===== src/rtl/posi_md_ram_arb.sv =====
`default_nettype none
// ============================================================================
// Module   : posi_md_ram_arb
// Purpose  : Single-port RAM access arbiter with a built-in clear sequencer.
//            In IDLE, a write and a read requester share the RAM port. A lone
//            requester is granted at once. When both request, grants
//            round-robin, and the first conflict goes to the write side.
//            In CLR, every RAM entry is written with CLR_VAL (one per cycle)
//            and all requests are held off.
// Ports    : clk, rstn (async, active-low)
//            clr_start_i / clr_done_o / busy_o : clear control and status
//            wr_req_i, wr_adr_i, wr_dat_i, wr_ack_o : write requester
//            rd_req_i, rd_adr_i, rd_ack_o, rd_vld_o, rd_dat_o : read requester
//            ram_adr_o, ram_wr_ena_o, ram_wr_dat_o, ram_rd_ena_o,
//            ram_rd_dat_i : RAM side (enables active-low, outputs registered)
// Revision : 1.0 - initial release
// ============================================================================
module posi_md_ram_arb #(
    parameter int unsigned ADR_WD  = 6,
    parameter int unsigned DAT_WD  = 6,
    parameter int unsigned CLR_VAL = 0
) (
    input  logic              clk,
    input  logic              rstn,
    input  logic              clr_start_i,
    output logic              clr_done_o,
    output logic              busy_o,
    input  logic              wr_req_i,
    input  logic [ADR_WD-1:0] wr_adr_i,
    input  logic [DAT_WD-1:0] wr_dat_i,
    output logic              wr_ack_o,
    input  logic              rd_req_i,
    input  logic [ADR_WD-1:0] rd_adr_i,
    output logic              rd_ack_o,
    output logic              rd_vld_o,
    output logic [DAT_WD-1:0] rd_dat_o,
    output logic [ADR_WD-1:0] ram_adr_o,
    output logic              ram_wr_ena_o,
    output logic [DAT_WD-1:0] ram_wr_dat_o,
    output logic              ram_rd_ena_o,
    input  logic [DAT_WD-1:0] ram_rd_dat_i
);

    localparam logic [0:0]        c_ST_IDLE = 1'b0;
    localparam logic [0:0]        c_ST_CLR  = 1'b1;
    localparam logic [ADR_WD-1:0] c_CNT_MAX = {ADR_WD{1'b1}};
    localparam logic [DAT_WD-1:0] c_CLR_DAT = DAT_WD'(CLR_VAL);

    logic [0:0]        r_state;
    logic [0:0]        w_state_nxt;
    logic [ADR_WD-1:0] r_cnt;
    logic              r_last_wr;     // 1: last conflict went to write
    logic              r_last_issue;  // final clear write is on the ram_* outputs
    logic              r_clr_done;
    logic              r_rd_p1;       // read enable is on the RAM port
    logic              r_rd_p2;       // RAM read data is valid on ram_rd_dat_i
    logic              r_rd_vld;
    logic [DAT_WD-1:0] r_rd_dat;
    logic [ADR_WD-1:0] r_ram_adr;
    logic [DAT_WD-1:0] r_ram_wr_dat;
    logic              r_ram_wr_ena;
    logic              r_ram_rd_ena;
    logic              w_busy;
    logic              w_conflict;
    logic              w_wr_ack;
    logic              w_rd_ack;

    // ---------------- state register ----------------
    always_ff @(posedge clk or negedge rstn) begin
        if (!rstn) begin
            r_state <= c_ST_IDLE;
        end else begin
            r_state <= w_state_nxt;
        end
    end

    // ---------------- next-state logic ----------------
    always_comb begin
        w_state_nxt = r_state;
        case (r_state)
            c_ST_IDLE: if (clr_start_i)          w_state_nxt = c_ST_CLR;
            c_ST_CLR:  if (r_cnt == c_CNT_MAX)   w_state_nxt = c_ST_IDLE;
            default:                             w_state_nxt = c_ST_IDLE;
        endcase
    end

    // ---------------- output / grant logic ----------------
    always_comb begin
        w_busy     = (r_state == c_ST_CLR);
        w_conflict = wr_req_i & rd_req_i;
        w_wr_ack   = 1'b0;
        w_rd_ack   = 1'b0;
        if (r_state == c_ST_IDLE) begin
            if (w_conflict) begin
                // The side that did not win the previous conflict wins now.
                w_wr_ack = ~r_last_wr;
                w_rd_ack = r_last_wr;
            end else begin
                w_wr_ack = wr_req_i;
                w_rd_ack = rd_req_i;
            end
        end
    end

    // ---------------- datapath ----------------
    always_ff @(posedge clk or negedge rstn) begin
        if (!rstn) begin
            r_cnt        <= '0;
            r_last_wr    <= 1'b0;
            r_last_issue <= 1'b0;
            r_clr_done   <= 1'b0;
            r_rd_p1      <= 1'b0;
            r_rd_p2      <= 1'b0;
            r_rd_vld     <= 1'b0;
            r_rd_dat     <= '0;
            r_ram_adr    <= '0;
            r_ram_wr_dat <= '0;
            r_ram_wr_ena <= 1'b1;
            r_ram_rd_ena <= 1'b1;
        end else begin
            if (r_state == c_ST_IDLE && clr_start_i) begin
                r_cnt <= '0;
            end else if (r_state == c_ST_CLR) begin
                r_cnt <= r_cnt + 1'b1;
            end

            // Only contested grants move the round-robin pointer.
            if (r_state == c_ST_IDLE && w_conflict) begin
                r_last_wr <= w_wr_ack;
            end

            r_last_issue <= (r_state == c_ST_CLR) && (r_cnt == c_CNT_MAX);
            r_clr_done   <= r_last_issue;

            r_ram_wr_ena <= 1'b1;
            r_ram_rd_ena <= 1'b1;
            if (r_state == c_ST_CLR) begin
                r_ram_wr_ena <= 1'b0;
                r_ram_adr    <= r_cnt;
                r_ram_wr_dat <= c_CLR_DAT;
            end else if (w_wr_ack) begin
                r_ram_wr_ena <= 1'b0;
                r_ram_adr    <= wr_adr_i;
                r_ram_wr_dat <= wr_dat_i;
            end else if (w_rd_ack) begin
                r_ram_rd_ena <= 1'b0;
                r_ram_adr    <= rd_adr_i;
            end

            // Read pipeline runs independently of the FSM so a clear that
            // starts right after a read grant still returns that read.
            r_rd_p1  <= w_rd_ack;
            r_rd_p2  <= r_rd_p1;
            r_rd_vld <= r_rd_p2;
            if (r_rd_p2) begin
                r_rd_dat <= ram_rd_dat_i;
            end
        end
    end

    assign busy_o       = w_busy;
    assign wr_ack_o     = w_wr_ack;
    assign rd_ack_o     = w_rd_ack;
    assign clr_done_o   = r_clr_done;
    assign rd_vld_o     = r_rd_vld;
    assign rd_dat_o     = r_rd_dat;
    assign ram_adr_o    = r_ram_adr;
    assign ram_wr_dat_o = r_ram_wr_dat;
    assign ram_wr_ena_o = r_ram_wr_ena;
    assign ram_rd_ena_o = r_ram_rd_ena;

endmodule
`default_nettype wire


===== config.mk =====
export PLATFORM = sky130hd
export DESIGN_NAME = posi_md_ram_arb
export DESIGN_NICKNAME = d
export VERILOG_FILES = /design/src/rtl/posi_md_ram_arb.sv
export SDC_FILE = /design/constraint.sdc
export NUM_CORES = 1
export LEC_CHECK = 0
export ABC_AREA = 1
export BUFFER_PORTS_ARGS = -buffer_cell sky130_fd_sc_hd__buf_2
export CORE_MARGIN = 4
export CORE_UTILIZATION = 30
export CTS_BUF_LIST = sky130_fd_sc_hd__clkbuf_4 sky130_fd_sc_hd__clkbuf_8
export DETAILED_ROUTE_END_ITERATION = 6
export GPL_TIMING_DRIVEN = 0
export PLACE_DENSITY_LB_ADDON = 0.3
export SYNTH_ARGS = -nofsm -noshare
export SYNTH_HDL_FRONTEND = slang
export SYNTH_SLANG_ARGS = --single-unit

===== constraint.sdc =====
create_clock -name clk -period 1.4 [get_ports clk]
set_input_delay 0.21 -clock clk [delete_from_list [all_inputs] [get_ports clk]]
set_output_delay 0.21 -clock clk [all_outputs]
set_load 0.01 [all_outputs]

**Yosys cells after proc, flatten, opt, wreduce, memory -nomap -nowiden**

Cells that the tools add are included.
W data, S select, Z words.

- Add/sub/neg operators: 1
- Equality and inequality tests: 1
- Multiplexer cells: 19
- Bitwise operators: 3
- Reduce and logical (&&, ||, !) cells: 6

Operators with widths:

| operator | number |
|---|---|
| $mux W6 | 7 |
| $mux W1 | 11 |
| $add A6 B1 Y6 const B | 1 |
| $eq A6 B6 Y1 const B | 1 |
| $reduce_bool A2 Y1 | 2 |
| $logic_and A1 B1 Y1 | 3 |
| $reduce_bool A3 Y1 | 1 |
| $not A1 Y1 | 2 |
| $pmux W1 S2 | 1 |
| $and A1 B1 Y1 | 1 |

- Bits in registers: 33
- Input bits: 29
- Output and inout bits: 25
- Word-level logic and storage cells: 43

**Longest topological paths before layout**

Gate-level depths: netlist of run 1.

- Depth after elaboration: 6
- Depth in mapped cells: 7
- Gate-level depth less buffers: 6

**Worst setup path after synthesis of run 1**

Ideal clock, no wire load.

- Path kind: register -> output
- Start point: register r_state (netlist: busy_o)
- End point: output rd_ack_o
- Arrival: 976 ps
- Required time: 1190 ps
- Slack: 214 ps
- Stages on the path, launching flop included: 5
- Path buffers: 1
- Cells stage by stage: dfrtp_1 -> inv_2 -> buf_2 -> nand3_1 -> inv_1

- Cells in the longest elaborated chain, start to end: 1

RTL lines:

| element | RTL line | RTL |
|---|---|---|
| start: declaration | 49 | `logic [0:0] r_state;` |
| start signal: assignment | 71 | `r_state <= c_ST_IDLE;` |
| start signal: assignment | 73 | `r_state <= w_state_nxt;` |
| $mux W1 | 93 | `if (r_state == c_ST_IDLE) begin` |
| end: declaration | 34 | `output logic rd_ack_o,` |

No other way between the ends.

**Worst setup path after layout of run 1**

- Start point: register r_last_wr
- End point: output wr_ack_o

- Cells in the longest elaborated chain, start to end: 3

RTL lines:

| element | RTL line | RTL |
|---|---|---|
| start: declaration | 52 | `logic r_last_wr;` |
| start signal: assignment | 129 | `r_last_wr <= w_wr_ack;` |
| $not A1 Y1 | 96 | `w_wr_ack = ~r_last_wr;` |
| $mux W1 | 94 | `if (w_conflict) begin` |
| $mux W1 | 93 |  |
| end: declaration | 31 | `output logic wr_ack_o,` |

No other way between the ends.

==> results.toml, run 1 <==
[timing]
relSlewSlack_pct = 51.6
slew_violations = 0
clock_skew_ns = 0.00750
finalHoldWorstSlack_ns = -0.0170
period_needed_ns = 1.32
worstMarginPinSlew_ns = 0.726
max_freq_mhz = 758
setup_viol = 0
final.period_utilization_pct = 94.2
finalSetupTns_ns = 0
rsz0062_at_grt = "true"
final_hold_viol_count = 31

[drt]
drt-initial-drc-count = 29
drc_errors = 0
vias = 1225
detail-route-antenna-nets = 0
first_pass_iters = 4
drt-vias-per-instance = 4.55
wire_per_inst_um = 12.6
drt_wl_total_um = 3400

[synthesis]
yosysTopAreaCell = "dfrtp_1"
synth_mux_area_share_pct = 6.16
yosys.area_share.simple_pct = 27.6
synth.area.top_cells = "dfrtp_1 54%, nand2_1 11%, mux2_2 5.5%, nor2_1 5.5%, nand3_1 3.8%"
netlist_top_cells_count = "44 x nand2_1, 31 x dfrtp_1, 21 x nor2_1"
synth_top_area_share_pct = 53.8
ys.flop_type = "dfrtp_1"
synth_compound_area_share_pct = 3.39
synth_top_family_by_area = "simple AND/OR/NAND/NOR gates"
avgSynthCellArea_um2 = 9.61
synth_area_um2 = 1440
synth_edf_count = 0
synth-seq-area-share_pct = 57.5
synth_fa_ha_area_share_pct = 0.868
ys_ff_latch = 33
syn_inst = 150
yosysMostFrequentCell = "nand2_1"
synth_nets = 180
ys_warn_count = 0
async_reset_ff_share_pct = 100
synth_xor_area_share_pct = 0
synthDistinctLibCells = 25

[setup_path]
cp_data_arrival_time_ns = 1.11
critical_path_class = "flop to primary output"
max_stage_delay_ns = 0.44
crit_path_top_delay_cell = "dfrtp_2"
reg2reg_depth = 7
cp.required_ns = 1.19
end_kind = "primary output"
path_cells = "a21oi_4 -> nand2_2 -> inv_4 -> buf_6"
start_kind = "flop"
path_max_fanout = 3

[global_route]
grt_pass1_vias = 1316
gr-usage-all-layers_pct = 12.6
grt_overflow = 0
grt_max_degree = 34
grt_pass1_wl_um = 5990
antenna_found_initial = 0

[clock_network]
cts_tree = "yes"
cts.sinks = 33
ctsHoldBuffers = 0
clk_latency_ns = 0.28
numCtsBuffers = 5
cts-root-buf = "clkbuf_8"
htreeDepth = 2
clockBufferDepth = 2
clk_pin_slew_worst_paths_ns = 0.07

[pwr]
p_leak_uw = 0.00108
swShare_pct = 33.8
ir_drop_mv = 0.706
p_seq_share_pct = 44.6
p_int_uw = 2110
combPwrFrac_pct = 33.6
power_frac_clock_pct = 21.8
p_sw_uw = 1080
p_total_uw = 3180
power.density_nw_per_um2 = 1640

[worst_hold_path]
hp-class = "primary input to asynchronous set/reset pin"

[finish]
areaGrowthSynthToFinish_pct = 34.5
drive_gt1_share_pct = 44.2
nets = 246
antenna_cells = 0
fin_area_um2 = 1940
fillers = 459
utilization_pct = 43.1

[placed_design]
place.gp.congestion = 0.726
portBuffers = 53
placed_cell_area_um2 = 1770
dpl.hpwl_um = 2460

[floorplan]
ios = 54
coreArea_um2 = 4500
dieArea_um2 = 5980
start_util_pct = 32.0
rows = 24
die_h_um = 77.3
die-width_um = 77.3

[run]
max_cap_viol_count = 0

[run_status]
status = "finished with violations"
violations = "hold timing"
final cells by class:
class	count	area [µm²]	area share [%]
Timing Repair Buffer	61	338	17.4
Clock buffer	6	76.3	3.94
Sequential cell	33	830	42.8
Clock inverter	2	10.0	0.516
Inverter	10	42.5	2.19
Buffer	2	15.0	0.774
Tap cell	52	65.1	3.35
Multi-Input combinational cell	103	563	29.0
logic make-up after synthesis:
group,after synthesis
AND/OR/NAND/NOR,88
flip-flops,33
buffers and inverters,14
multiplexers,8
AO/OA/AOI/OAI,6
adder cells (fa/ha/maj),1
metrics by stage:
step           std cells  worst slack [ns]
4_1_cts              270            0.0249
3_3_place_gp         255            0.0170
3_5_place_dp         255         -0.000896
6_report             269            0.0806
2_1_floorplan        150             0.214
5_1_grt              269           -0.0124
critical path: cells and delay by family, from the launching register on:
family	cells	cell delay (ns)
buffers and inverters	2	0.15
AOI/OAI and AO/OA	1	0.15
and+or+nand+nor	1	0.09
DFF	1	0.44
routing by layer:
layer  GRT usage (%)  share of wire [%]
met5               0                  0
met4            4.27                1.3
met3            4.10                6.1
met2            22.0                 49
met1            14.6                 43
power groups by stage:
| stage | registers, µW | clock network (µW) | logic [µW] |
|---|---|---|---|
| floorplan | 1500 | 0 | 558 |
| global placement | 1420 | 0 | 987 |
| detailed placement | 1430 | 0 | 1000 |
| CTS | 1420 | 728 | 1060 |
| global route | 1460 | 774 | 1200 |
| finish | 1420 | 695 | 1070 |
state kept, by name, indices dropped and copies added (netlist names):
signal	flops
r_last_wr	1
r_rd_p2	1
ram_rd_ena_o	1
ram_wr_dat_o	6
ram_wr_ena_o	1
r_last_issue	1
rd_dat_o	6
rd_vld_o	1
busy_o	1
clr_done_o	1
r_rd_p1	1
r_cnt	6
ram_adr_o	6
repair_timing:
item	in CTS	in global routing
endpoints found under the setup margin	2	6
buffers inserted	7	1
pin swaps	2	3
gates resized for setup	5	6
path summary, 6_finish.rpt:
kind	start	endpoint	slack (ns)
max	r_last_wr	wr_ack_o	0.08
min	rstn	ram_adr_o[2]	-0.02
max reg2reg	busy_o	r_cnt[4]	0.09
min reg2reg	r_rd_p1	r_rd_p2	0.35
max in group asynchronous	rstn	r_last_wr	0.91
min in group clk	wr_dat_i[1]	ram_wr_dat_o[1]	0.12
layout by cell type, fill, tap and decap left out:
cell / synthesis / routed
buf_2: 1 / 51
nand2_1: 44 / 44
dfrtp_1: 31 / 30
nor2_1: 21 / 21
nand3_1: 11 / 9
buf_4: 1 / 8
mux2_2: 7 / 7
nand4_1: 6 / 6
inv_2: 6 / 5
clkbuf_8: 0 / 5
inv_1: 4 / 3
nand3_2: 1 / 3
buf_6: 1 / 3
inv_4: 0 / 2
a22o_1: 2 / 2
clkinv_2: 0 / 2
dfstp_2: 2 / 2
a21oi_4: 1 / 1
nand2_2: 1 / 1
nor2_2: 2 / 1
nor2_4: 0 / 1
nand2_4: 1 / 1
nand4_4: 1 / 1
mux2i_1: 1 / 1
a21oi_1: 1 / 1
clkbuf_1: 1 / 1
o21ai_1: 1 / 1
o21ai_0: 1 / 1
ha_1: 1 / 1
clkbuf_4: 0 / 1
dfrtp_2: 0 / 1
Power figures use the tool's default switching activity.
==> run 2, diff against run 1 <==
--- a/config.mk
+++ b/config.mk
@@ -8,10 +8,11 @@
 export ABC_AREA = 1
 export BUFFER_PORTS_ARGS = -buffer_cell sky130_fd_sc_hd__buf_2
 export CORE_MARGIN = 4
-export CORE_UTILIZATION = 30
+export CORE_UTILIZATION = 50
 export CTS_BUF_LIST = sky130_fd_sc_hd__clkbuf_4 sky130_fd_sc_hd__clkbuf_8
 export DETAILED_ROUTE_END_ITERATION = 6
 export GPL_TIMING_DRIVEN = 0
+export MAX_ROUTING_LAYER = met4
 export PLACE_DENSITY_LB_ADDON = 0.3
 export SYNTH_ARGS = -nofsm -noshare
 export SYNTH_HDL_FRONTEND = slang
==> results.toml, run 2 (synthesis results as in run 1) <==
[run_status]
status = "finished, final reports clean"

[timing]
slew_violations = 0
relSlewSlack_pct = 54.0
worstMarginPinSlew_ns = 0.690
final_hold_viol_count = 0
fin_ws_ns = 0.0249
setup_viol = 0
max_freq_mhz = 727
finalHoldWorstSlack_ns = 0.0828
clock_skew_ns = 0.00892
final.period_utilization_pct = 98.2
period_needed_ns = 1.38
rsz0062_at_grt = "true"

[setup_path]
cp.required_ns = 1.19
critical_path_class = "flop to primary output"
crit_buf_inv = 2
path_max_fanout = 3
start_kind = "flop"
cp_data_arrival_time_ns = 1.17
reg2reg_depth = 8
path_cells = "a21oi_4 -> nand2_4 -> inv_4 -> buf_6"
critPathTopFamily = "flip-flops"
max_stage_delay_ns = 0.44
cp.depth = 4
crit_path_top_delay_cell = "dfrtp_1"
end_kind = "primary output"

[clock_network]
clockBufferDepth = 2
cts_tree = "yes"
cts.sinks = 33
cts-root-buf = "clkbuf_4"
htreeDepth = 2
clk_latency_ns = 0.32
clk_pin_slew_worst_paths_ns = 0.09
numCtsBuffers = 5

[floorplan]
die_h_um = 61.7
rows = 19
coreArea_um2 = 2760
dieArea_um2 = 3810
start_util_pct = 52.3
die-width_um = 61.7
ios = 54

[drt]
drt-vias-per-instance = 4.96
met1_length_um = 1310
wire_per_inst_um = 12.9
highest_layer = "met4"
vias = 1244
detail-route-antenna-nets = 0
drt_wl_total_um = 3230
drt-initial-drc-count = 33
wl_met2_um = 1570
first_pass_iters = 4
met3_length_um = 303
drc_errors = 0

[finish]
fin_area_um2 = 1920
final_common_cell = "buf_2"
utilization_pct = 69.7
drive_gt1_share_pct = 43.6
final_cell_mix = "51 x buf_2, 44 x nand2_1, 31 x dfrtp_1"
antenna_cells = 0
nets = 249
areaGrowthSynthToFinish_pct = 33.4
final_cells = 251

[placed_design]
dpl.hpwl_um = 2410
pre_cts_ws_ns = 0.0331
place.gp.congestion = 0.897
portBuffers = 53
dp.cells = 234
placed_cell_area_um2 = 1750

[worst_hold_path]
hp-class = "primary input to flop"
min_path_cells = 3

[global_route]
grt_pass1_vias = 1166
grt_overflow = 0
grt_max_degree = 34
antenna_found_initial = 0
grt_pass1_wl_um = 4960
gr-usage-all-layers_pct = 18.7

[pwr]
power_frac_clock_pct = 18.8
power.density_nw_per_um2 = 1600
p_sw_uw = 1060
p_int_uw = 2020
p_seq_share_pct = 46.1
swShare_pct = 34.4
combPwrFrac_pct = 35.1
p_leak_uw = 0.00110
ir_drop_mv = 1.20

[run]
max_cap_viol_count = 0
-- run 2: cell types whose count changed in the layout (fill, tap and decap cells not counted), sizes merged --
cell	change
buf	+2
clkbuf	+2
clkinv	-2
dlygate4sd3	+1
-- run 2: cell type report --
cell class,count,area (µm²)
Tap cell,31,38.8
Buffer,4,33.8
Inverter,10,42.5
Fill cell,235,835
Sequential cell,33,828
Timing Repair Buffer,62,348
Multi-Input combinational cell,103,566
Clock buffer,8,66.3
-- run 2: layer usage --
| layer | GRT usage [%] | vias to the layer above |
|---|---|---|
| met5 | - | - |
| met4 | 7.58 | 0 |
| met3 | 4.55 | 5 |
| met2 | 32.0 | 56 |
| met1 | 20.8 | 562 |
| li1 | - | 621 |
-- run 2: worst paths after layout --
path	slack, ns	start	endpoint
max	0.02	r_last_wr	wr_ack_o
min	0.08	wr_dat_i[1]	ram_wr_dat_o[1]
max reg2reg	0.05	busy_o	ram_adr_o[2]
min reg2reg	0.36	r_rd_p1	r_rd_p2
max in group asynchronous	0.49	rstn	ram_wr_dat_o[1]
min in group asynchronous	0.46	rstn	r_last_issue
-- run 2: per-stage QoR --
step,TNS [ns],total power (µW)
final,0,3090
after global routing,-0.113,3330
after CTS,-0.00227,3090
after detailed placement,0,2460
after global placement,0,2390
after floorplan,0,2050
-- run 2: timing repair --
action / CTS / global route
hold buffers: 1 / 0
hold endpoints to repair: 31 / 0
setup buffers: 7 / 1
resized for setup: 7 / 3
setup endpoints to repair: 2 / 3
pin swaps: 2 / 2
-- run 2: power by group through the flow --
stage / registers [µW] / clock network (µW) / logic [µW]
2_1_floorplan: 1500 / 0 / 558
3_3_place_gp: 1420 / 0 / 967
4_1_cts: 1420 / 596 / 1070
3_5_place_dp: 1440 / 0 / 1010
5_1_grt: 1460 / 652 / 1220
6_report: 1420 / 580 / 1080
-- run 2: worst register-to-register path, cell delays in order, from the launching register on --
cell     delay [ns]
dfrtp_1        0.42
inv_4          0.05
buf_4          0.15
buf_4          0.17
nand4_4        0.10
buf_6          0.14
nand2_1        0.05
nor2_1         0.12
nor2_1         0.06
